### src/rtl/branch_target_buffer_pkg.sv
// Shared machine-word width plus the BTB counter and entry types.
// Entry fields are sized for the narrowest index (ENTRIES=4), so they hold any legal configuration.
package cpu_types_pkg;
  localparam int unsigned WORD_W = 32;
endpackage

package btb_types_pkg;
  import cpu_types_pkg::*;

  typedef enum logic [1:0] {
    SNT = 2'd0,
    WNT = 2'd1,
    WT  = 2'd2,
    ST  = 2'd3
  } ctr_t;

  localparam int unsigned TAG_MAX_W = WORD_W - 4;

  typedef struct packed {
    logic                 valid;
    logic [TAG_MAX_W-1:0] tag;
    logic [WORD_W-1:0]    target;
    ctr_t                 ctr;
  } btb_entry_t;
endpackage

### src/rtl/branch_target_buffer_counter.sv
// Two-bit saturating direction predictor: next state from current state and outcome.
module predict_counter
  import btb_types_pkg::*;
(
  input  ctr_t state,
  input  logic taken,
  output ctr_t next
);
  always_comb begin
    next = state;
    unique case (state)
      SNT: next = taken ? WNT : SNT;
      WNT: next = taken ? WT  : SNT;
      WT:  next = taken ? ST  : WNT;
      ST:  next = taken ? ST  : WT;
      default: next = state;
    endcase
  end
endmodule

### src/rtl/branch_target_buffer.sv
// Direct-mapped branch target buffer: zero-latency lookup at IF, update from MEM resolution.
// WORD_W must not exceed cpu_types_pkg::WORD_W (entry fields are sized from it).
module branch_target_buffer
  import btb_types_pkg::*;
#(
  parameter int unsigned ENTRIES = 16,
  parameter int unsigned WORD_W  = 32
) (
  input  logic              CLK,
  input  logic              RST,
  input  logic [WORD_W-1:0] lk_pc,
  output logic              lk_hit,
  output logic              lk_taken,
  output logic [WORD_W-1:0] lk_target,
  input  logic              up_en,
  input  logic [WORD_W-1:0] up_pc,
  input  logic              up_taken,
  input  logic [WORD_W-1:0] up_target,
  input  logic              up_mispred,
  input  logic              flush_all,
  output logic [31:0]       n_updates,
  output logic [31:0]       n_mispred
);
  localparam int unsigned IDX_W = $clog2(ENTRIES);
  localparam int unsigned TAG_W = WORD_W - IDX_W - 2;
  localparam int unsigned PKG_W = cpu_types_pkg::WORD_W;

  btb_entry_t mem [ENTRIES];

  logic [IDX_W-1:0] lk_idx, up_idx;
  logic [TAG_W-1:0] lk_tag, up_tag;
  btb_entry_t       lk_e, up_e;
  logic             up_hit;
  ctr_t             up_next;
  logic             unused_lo;

  assign lk_idx    = lk_pc[IDX_W+1:2];
  assign lk_tag    = lk_pc[WORD_W-1:IDX_W+2];
  assign up_idx    = up_pc[IDX_W+1:2];
  assign up_tag    = up_pc[WORD_W-1:IDX_W+2];
  assign unused_lo = ^{lk_pc[1:0], up_pc[1:0]};

  // Tags are compared at full stored width against the zero-extended PC tag.
  assign lk_e      = mem[lk_idx];
  assign lk_hit    = lk_e.valid && (lk_e.tag == TAG_MAX_W'(lk_tag));
  assign lk_taken  = lk_hit && lk_e.ctr[1];
  assign lk_target = lk_hit ? WORD_W'(lk_e.target) : '0;

  assign up_e   = mem[up_idx];
  assign up_hit = up_e.valid && (up_e.tag == TAG_MAX_W'(up_tag));

  predict_counter u_ctr (
    .state (up_e.ctr),
    .taken (up_taken),
    .next  (up_next)
  );

  always_ff @(posedge CLK) begin
    if (RST) begin
      for (int unsigned i = 0; i < ENTRIES; i++) begin
        mem[i].valid <= 1'b0;
        mem[i].ctr   <= WNT;
      end
      n_updates <= '0;
      n_mispred <= '0;
    end else begin
      if (up_en && (n_updates != '1))
        n_updates <= n_updates + 32'd1;
      if (up_en && up_mispred && (n_mispred != '1))
        n_mispred <= n_mispred + 32'd1;

      if (flush_all) begin
        for (int unsigned i = 0; i < ENTRIES; i++)
          mem[i].valid <= 1'b0;
      end else if (up_en) begin
        if (up_hit) begin
          mem[up_idx].ctr <= up_next;
          if (up_taken)
            mem[up_idx].target <= PKG_W'(up_target);
        end else if (up_taken) begin
          mem[up_idx].valid  <= 1'b1;
          mem[up_idx].tag    <= TAG_MAX_W'(up_tag);
          mem[up_idx].target <= PKG_W'(up_target);
          mem[up_idx].ctr    <= WT;
        end
      end
    end
  end
endmodule

### config.mk
export PLATFORM = sky130hd
export DESIGN_NAME = branch_target_buffer
export DESIGN_NICKNAME = d
export VERILOG_FILES = /design/src/rtl/branch_target_buffer_pkg.sv /design/src/rtl/branch_target_buffer_counter.sv /design/src/rtl/branch_target_buffer.sv
export SDC_FILE = /design/constraint.sdc
export NUM_CORES = 1
export LEC_CHECK = 0
export CORE_MARGIN = 2
export CORE_UTILIZATION = 37
export CTS_CLUSTER_DIAMETER = 150
export CTS_CLUSTER_SIZE = 16
export DETAILED_ROUTE_END_ITERATION = 8
export PLACE_DENSITY = 0.63
export SETUP_SLACK_MARGIN = 0.02
export SYNTH_ARGS = -nofsm -noshare
export SYNTH_HDL_FRONTEND = slang
export SYNTH_SLANG_ARGS = --single-unit
### constraint.sdc
create_clock -name CLK -period 13.9 [get_ports CLK]
set_input_delay 2.085 -clock CLK [delete_from_list [all_inputs] [get_ports CLK]]
set_output_delay 2.085 -clock CLK [all_outputs]
set_load 0.01 [all_outputs]
# Word-level counts from Yosys, hierarchy flattened
# Memories as Yosys holds them, arrays and structs flattened.
# Cells that the tools add are included.
[word_totals]
ff_bits = 64
latchBits = 0
mem_bits_rw = 976
rom_bits = 0
mem_count = 1
[mem_list]
columns = ["memory", "depth", "word_bits", "rd", "rd_ports_with_merged_regs", "write_ports", "line_no", "rtl"]
rows = [
  ["mem", 16, 61, 2, 0, 16, "branch_target_buffer.sv:28", "btb_entry_t mem [ENTRIES];"],
]
[op_classes]
n_addsub = 2
n_mul = 0
div = 0
magnitude_cmp = 0
eq_ne = 7
shifts = 0
mux = 48
bitwise_logic = 18
reduce_logical = 8
[ops]
columns = ["op", "n"]
rows = [
  ["adder 32 x 1 -> 32 bit (second input constant)", 2],
  ["2-to-1 mux 32 bit", 2],
  ["inequality test 32 bit (second input constant)", 2],
  ["2-to-1 mux 61 bit", 1],
  ["OR reduction 61 bit", 1],
  ["equality test 28 x 26 -> 1 bit", 2],
  ["2-to-1 mux 1 bit", 39],
  ["OR 1 bit", 18],
  ["2-to-1 mux 4 bit", 2],
  ["case mux 2 bit (4 select lines)", 1],
  ["logical AND 1 bit", 6],
  ["2-to-1 mux 2 bit", 3],
  ["equality test 2 bit (second input constant)", 2],
  ["equality test 2 x 1 -> 1 bit (second input constant)", 1],
  ["logical NOT 2 bit", 1],
]

# Depth between registers and ports, before layout
# Gate-level depths: netlist of run 1.
# An unclocked memory read counts as a cell.
[depth]
ltp_word = 11
depth_mapped = 17

# Modules after synthesis
# Synthesis of run 1 repeated with hierarchy kept, for this count alone.
[unflattened]
hier_cells = 2387
hier_area_um2 = 45113.3
[by_module_without_submodules]
columns = ["mod", "n_inst", "cells_per_inst", "area_each_um2", "seq_area_each_um2"]
rows = [
  ["branch_target_buffer", 1, 2384, 45087.0, 30429.2],
  ["predict_counter", 1, 3, 26.3, 0.0],
]

# Worst setup path before layout of run 1
# OpenSTA, ideal clock, no wires.
[synth_path]
path_type = "input-to-output"
start = "input port lk_pc[2]"
end = "output port lk_target[22]"
arrival_time_ps = 5169
required_time_ps = 11815
setup_slack_ps = 6646
cell_stages = 10
cell_sequence = "clkbuf_1 -> buf_2 -> buf_1 -> mux4_2 -> mux4_2 -> xnor2_1 -> nand4_1 -> nor3_1 -> clkbuf_1 -> and3_1"
[synth_between]
elab_chain_len = 4
[synth_lines]
columns = ["item", "line_no", "rtl"]
rows = [
  ["start, declared", "branch_target_buffer.sv:11", "input logic [WORD_W-1:0] lk_pc,"],
  ["memory (16 x 61 bit) (*)", "-", ""],
  ["equality test 28 x 26 -> 1 bit", "branch_target_buffer.sv:45", "assign lk_hit = lk_e.valid && (lk_e.tag == TAG_MAX_W'(lk_tag));"],
  ["logical AND 1 bit", "branch_target_buffer.sv:45", ""],
  ["2-to-1 mux 32 bit (*)", "branch_target_buffer.sv:47", "assign lk_target = lk_hit ? WORD_W'(lk_e.target) : '0;"],
  ["end, declared", "branch_target_buffer.sv:14", "output logic [WORD_W-1:0] lk_target,"],
]
# Every way passes the cells marked *; elsewhere a longest branch is shown, timed or not.

# Final worst setup path of run 1
[layout_path]
start = "input port lk_pc[2]"
end = "output port lk_target[21]"
# The elaborated chain is that of the path after synthesis.

==> results.md, run 1 <==
- CTS sink count: 1,040
- Worst setup EP type: primary output
- Final WL: 123,100 µm
- Synth async-reset ratio: 0%
- Synth top area cells: edfxtp_1, mux4_2, and2_1
- Root Buffer: clkbuf_16
- I/O Pins: 200
- Period minus WS final: 8.870 ns
- Vias in the first global route: around 26k
- Placer congestion estimate: 0.8023
- Post-DR vias/cell: 5.535
- Synth cell types: between 60 and 70
- Yosys reg bits: 1,040
- Buffers and inverters on the worst path: 4
- Fillers: 11.32k
- DR vias: 26.13k
- Reg clk slew, reported paths: ~0.07 ns
- Hold Vio Cnt, Final: 0
- CP max FO: 64
- Clk buf depth: 3
- Syn-to-layout area delta: 12.70%
- Max Cap Viol: 0
- CP required: 11.81 ns
- Fmax: 112.7 MHz
- Final WS setup: 5.030 ns
- Final period utilization: 63.81%
- Final net count: 3,063
- CTS Hold Bufs: 0
- DRC Markers: 0
- Power Total: 5.861 mW
- Antenna viol nets, final: 0
- Multi-input gate area: 16,560 µm²
- Post-CTS Resized: 0
- Largest net degree at the start of global routing: 83
- Synth top area share: 60.26%
- Sequential cell area fraction in the yosys report: 63.61%
- Core area: approximately 130,000 µm²
- P_leak: about 16 nW
- Avg Inst Size Synth: about 17 µm²
- Row count: 131
- DP HPWL: 69,000 µm
- Slew headroom: 22.39%
- Main flop type after synthesis: edfxtp_1
- FF/Latch Area: around 30,000 µm²
- CP arrival: 6.79 ns
- Worst-Margin Slew: 1.160 ns
- Crit-path max cell delay: 0.82 ns
- First-pass GRT wire length: about 180,000 µm
- Fin util: a little over two fifths
- PwrDens: ~110 nW/µm²
- CTS tree: done
- Synth Net Count: 2,957
- Cell Area, Synth: 47,840 µm²
- RSZ-0062 raised after global routing: no
- Worst skew pair latency: 0.68 ns
- Grt ovf: 0
- # Post-CTS Setup Buffers: 0
- Ys Warns: 0
- Die area: 132,200 µm²
- Count of final setup violators: 0
- H-tree levels: 3
- Crit-path cells: buf_8 > buf_4 > mux4_2 > mux4_2 > xnor2_1 > nand4_1 > nor4_2 > buf_4 > and3_1 > clkdlybuf4s50_1
- Crit path max-delay family: buffers and inverters
- Max VDD drop: 0.0001081 V
- R2R Setup Slk: 8.00 ns
- Wirelength per Cell: 26.07 µm
- Share of cells above drive strength 1: 20.70%
- Die Y: 363.6 µm
- Area leader, netlist: edfxtp_1
- 1st-iter DRT viols: 2,837
- Setup TNS: 0 ns
- Worst Setup Path Type: in2out
- TritonCTS buffer count: 75
- Initial Util: a little under two fifths
- Status: finished clean
- Total GRT Usage: 18.58%
- EDFF count, synth: 960
- First-pass DRT Iterations: 5
- Crit start category: input port
- Initial antenna violation count: 13
- Worst min-delay path class: reg2reg
- Final Skew: between 0.04 and 0.05 ns
- Slowest-stage cell, CP: buf_4
- Cell count after synthesis: 2,853
- Die X: 363.6 µm
- Slew Limit Fails: 0
- Port bufs: 195
- Setup WS pre-CTS: 4.863 ns
==> where the power goes <==
part,internal (mW),switching (mW),leakage [nW]
registers,3.41,0.00632,8.45
clock network,1.01,1.09,1.03
logic,0.139,0.202,6.33
total,4.56,1.30,15.8
==> state kept, by name, indices dropped and copies added, names as in the netlist <==
signal     cells
n_updates     32
mem          976
n_mispred     32
==> per-stage QoR <==
stage                     cell area [µm²]  hold slack (ns)  cells
final                               53910           0.4751   4721
after global routing                53900           0.4904   4717
after CTS                           53900           0.4761   4715
after detailed placement            51740           0.4570   4611
after global placement              51740           0.4528   4611
after floorplan                     47840           0.4381   2853
==> cell families (layout without fill, tap and decap cells) <==
logic type | after synthesis | in the layout | share of synthesized area (%)
other cells | 0 | 6 | 0
flops | 1040 | 1040 | 63.61
xor+xnor | 111 | 111 | 2.032
simple gates | 811 | 811 | 9.580
buf+inv | 257 | 390 | 2.241
mux | 488 | 488 | 20.37
fa+ha+maj | 2 | 2 | 0.05230
compound gates | 144 | 144 | 2.111
==> cell type report <==
class                   count  area share [%]
flip-flops and latches   1040           56.44
multi-input cells        1556           30.71
repair buffers            275           4.739
well taps                1729           4.013
clock buffers              96           3.667
clock inverters             8          0.3249
inverters                  11         0.07659
diodes                      6         0.02785
==> routing by layer <==
| metal | vias to the layer above | GRT usage (%) | share of wire (%) |
|---|---|---|---|
| met4 | 12 | 5.297 | 2.5 |
| li1 | 11440 | - | - |
| met3 | 163 | 3.480 | 6.9 |
| met2 | 867 | 30.25 | 48 |
| met5 | - | 0 | 0.064 |
| met1 | 13640 | 25.52 | 42 |
==> cell usage in the layout, fill, tap and decap left out, types with 76 or more instances in the layout <==
cell type          n
clkdlybuf4s50_1  187
mux4_2           387
mux2i_1           85
dfxtp_1           80
clkbuf_16         76
edfxtp_1         960
and2_1           362
nand2_1           79
buf_4             83
nor4_1            79
==> cells in the mapped netlist, types with 8 or more instances <==
cell / n
nand3_1: 38
o21ai_0: 10
and2_1: 362
nor2b_1: 10
mux2_2: 16
nor2_1: 91
mux4_2: 387
xor2_1: 52
nand4_1: 21
nor4_1: 80
buf_4: 13
dfxtp_1: 80
a21oi_1: 22
a22oi_1: 21
clkbuf_1: 165
buf_1: 41
and3_1: 44
inv_1: 8
nor3_1: 42
edfxtp_1: 960
o22ai_1: 9
o21bai_1: 12
or3_1: 9
nand2_1: 79
xnor2_1: 59
nand2b_1: 18
buf_2: 23
a31oi_1: 16
mux2i_1: 85
a21o_1: 18
==> path summary, 6_finish.rpt <==
kind,from,end,cells past startpoint
setup reg to reg,mem[15][42],mem[7][44],12
setup / recovery,lk_pc[2],lk_target[21],10
hold reg to reg,mem[14][60],mem[14][60],1
hold / removal,mem[14][60],mem[14][60],1
Note: power is estimated with default switching activity, not from simulation.
==> inputs of run 2 (changes only) <==
--- a/config.mk
+++ b/config.mk
@@ -10,7 +10,7 @@
 export CTS_CLUSTER_DIAMETER = 150
 export CTS_CLUSTER_SIZE = 16
 export DETAILED_ROUTE_END_ITERATION = 8
-export PLACE_DENSITY = 0.63
+export PLACE_DENSITY = 0.65
 export SETUP_SLACK_MARGIN = 0.02
 export SYNTH_ARGS = -nofsm -noshare
 export SYNTH_HDL_FRONTEND = slang
==> constraint.sdc (replaced) <==
create_clock -name CLK -period 7.63 [get_ports CLK]
set_input_delay 1.1445 -clock CLK [delete_from_list [all_inputs] [get_ports CLK]]
set_output_delay 1.1445 -clock CLK [all_outputs]
set_load 0.01 [all_outputs]
==> run 2 against run 1 <==
  * Critical path depth did not move
  * Clock skew fell by 0.020 ns
  * Via count rose by 0.18%
  * Clock power rose by 81%
  * Global-route usage fell by 0.13 points
  * Critical path type unchanged
  * Wire length fell by 0.81%
  * Combinational power rose by 84%
  * Worst hold slack barely moved
  * Highest routed layer unchanged
  * Core utilization rose by 0.098 points
  * Sequential power rose by 82%
==> results.md, run 2 (same netlist as run 1, synthesis figures left out) <==
- Status: finished clean (unchanged)
- Post-DR vias/cell: 5.538 (was 5.535)
- CTS Hold Bufs: 0 (unchanged)
- Syn-to-layout area delta: 12.96% (was 12.70%)
- Clock network power share: 35.8% (was 36.0%)
- First-pass DRT Iterations: 7 (was 5)
- Slew headroom: 27.45% (was 22.39%)
- CP max FO: 41 (was 64)
- Post-CTS Resized: 0 (unchanged)
- Worst skew pair latency: 0.66 ns (was 0.68 ns)
- Period minus WS final: 6.381 ns
- Die Y: 363.6 µm (unchanged)
- Power Total: 10.66 mW (was 5.861 mW)
- Seq pwr share: 58.3% (was 58.2%)
- Final Skew: 0.02812 ns (was 0.04808 ns)
- CTS sink count: 1,040 (unchanged)
- Final period utilization: a little over four fifths
- Largest register by flop count: mem (unchanged)
- Hold Vio Cnt, Final: 0 (unchanged)
- P_leak: 15.87 nW (was 15.81 nW)
- Final net count: 3,072 (was 3,063)
- Share of cells above drive strength 1: 20.97% (was 20.70%)
- Reg clk slew, reported paths: 0.07 ns (about the same)
- DRC Markers: 0 (unchanged)
- # Post-CTS Setup Buffers: 0 (unchanged)
- DP HPWL: 72,360 µm (was 69,000 µm)
- CP arrival: 5.24 ns (was 6.79 ns)
- Leading cell types in the layout, fill and taps excluded: edfxtp_1, mux4_2, and2_1 (unchanged)
- Worst Setup Path Type: in2out (unchanged)
- Regs by FF count: mem x976, n_mispred x32, n_updates x32 (unchanged)
- Sw Ratio: 21.94% (was 22.21%)
- DR vias: 26.18k (was 26.13k)
- Wirelength per Cell: 25.83 µm (was 26.07 µm)
- Grt ovf: 0 (unchanged)
- Commonest non-fill, non-tap cell in the layout: edfxtp_1 (unchanged)
- Fmax: between 150 and 200 MHz
- Worst-Margin Slew: 1.088 ns (was 1.160 ns)
- Port bufs: 195 (unchanged)
- Max Cap Viol: 0 (unchanged)
- I/O Pins: 200 (unchanged)
- Combinational Power Share: 5.9% (was 5.8%)
- Vias in the first global route: 26.48k (was 26.23k)
- P_int: 8.323 mW (was 4.560 mW)
- 1st-iter DRT viols: 2,799 (was 2,837)
- Placed cell count: 4,620 (was 4,611)
- H-tree levels: 3 (unchanged)
- Total GRT Usage: 18.46% (was 18.58%)
- Switching pwr: 2.339 mW (was 1.302 mW)
- Die X: 363.6 µm (unchanged)
- Clk buf depth: 3 (unchanged)
- Antenna viol nets, final: 0 (unchanged)
- Crit start category: input port (unchanged)
- TritonCTS buffer count: 75 (unchanged)
- Worst min-delay path class: reg2reg (unchanged)
- Worst setup EP type: primary output (unchanged)
- Largest net degree at the start of global routing: 93 (was 83)
- Initial Util: 37.37% (unchanged)
- Placer congestion estimate: 0.8357 (was 0.8023)
- Cell Area, Placed: 51,890 µm² (was 51,740 µm²)
- Count of final setup violators: 0 (unchanged)
- Max VDD drop: 0.0001508 V (was 0.0001081 V)
- Final WL: 122,100 µm (was 123,100 µm)
- Die area: 132,200 µm² (unchanged)
- Slew Limit Fails: 0 (unchanged)
- Setup TNS: 0 ns (unchanged)
- Row count: 131 (unchanged)
- RSZ-0062 raised after global routing: no (unchanged)
- Final non-filler cell total: 4,727 (was 4,721)
- Initial antenna violation count: 11 (was 13)
- Root Buffer: clkbuf_16 (unchanged)
- First-pass GRT wire length: 180,200 µm (was 180,400 µm)
- Max reg flops: 976 (unchanged)
- Core area: 128,000 µm² (unchanged)
- CP required: 6.49 ns (was 11.81 ns)
- Final Cell Area: 54,040 µm² (was 53,910 µm²)
- CTS tree: done (unchanged)
- PwrDens: 197.3 nW/µm² (was 108.7 nW/µm²)
[run 2: cell count changes in the layout (fill, tap and decap cells not counted), sizes merged]
cell and change:
diode -3, buf +10, inv -1, clkbuf +1
clkdlybuf4s50 -1
[run 2: worst paths after layout]
| check | start | cells past startpoint | slack, ns | endpoint |
|---|---|---|---|---|
| worst max-delay path | lk_pc[2] | 10 | 1.25 | lk_target[24] |
| worst min-delay path | mem[10][60] | 1 | 0.47 | mem[10][60] |
| worst max register to register | mem[15][42] | 11 | 2.69 | mem[9][38] |
| worst min register to register | mem[10][60] | 1 | 0.47 | mem[10][60] |
[run 2: layout make-up]
type                       instances  area (µm²)
tap                             1729        2163
inverter                          11       41.29
multi-input combinational       1556       16560
fill                           11270       73970
sequential                      1040       30430
clock buffer                      97        2002
timing repair buffer             284        2693
clock inverter                     7       136.4
antenna                            3       7.507
[run 2: per-stage QoR]
step | utilization, % | hold WS, ns | setup slack, ns
after global placement | 40.54 | 0.4495 | 1.222
after floorplan | - | 0.4381 | 2.257
final | 42.21 | 0.4748 | 1.249
after CTS | 42.21 | 0.4778 | 1.182
after global routing | 42.21 | 0.5054 | 0.9783
after detailed placement | 40.54 | 0.4595 | 1.191
[run 2: power by group through the flow]
stage	Clock [mW]	Sequential (mW)	Combinational [mW]
2_1_floorplan	0	6.34	0.388
4_1_cts	3.92	6.22	0.634
6_report	3.82	6.22	0.628
5_1_grt	4.11	6.22	0.667
3_3_place_gp	0	6.34	0.628
3_5_place_dp	0	6.35	0.633
[run 2: routing by layer]
layer | part of all wire, % | global-route usage (%)
met1 | 41 | 24.94
met2 | 49 | 30.61
met3 | 7.2 | 3.332
met5 | 0.073 | 0
met4 | 2.4 | 5.231
[run 2: worst max-delay path, cell delays in order]
cell             delay [ns]
buf_8                  0.39
buf_4                  0.47
mux4_2                 0.57
mux4_2                 0.51
xnor2_1                0.16
nand4_1                0.15
nor4_2                 0.47
buf_4                  0.44
and3_1                 0.23
clkdlybuf4s50_1        0.56
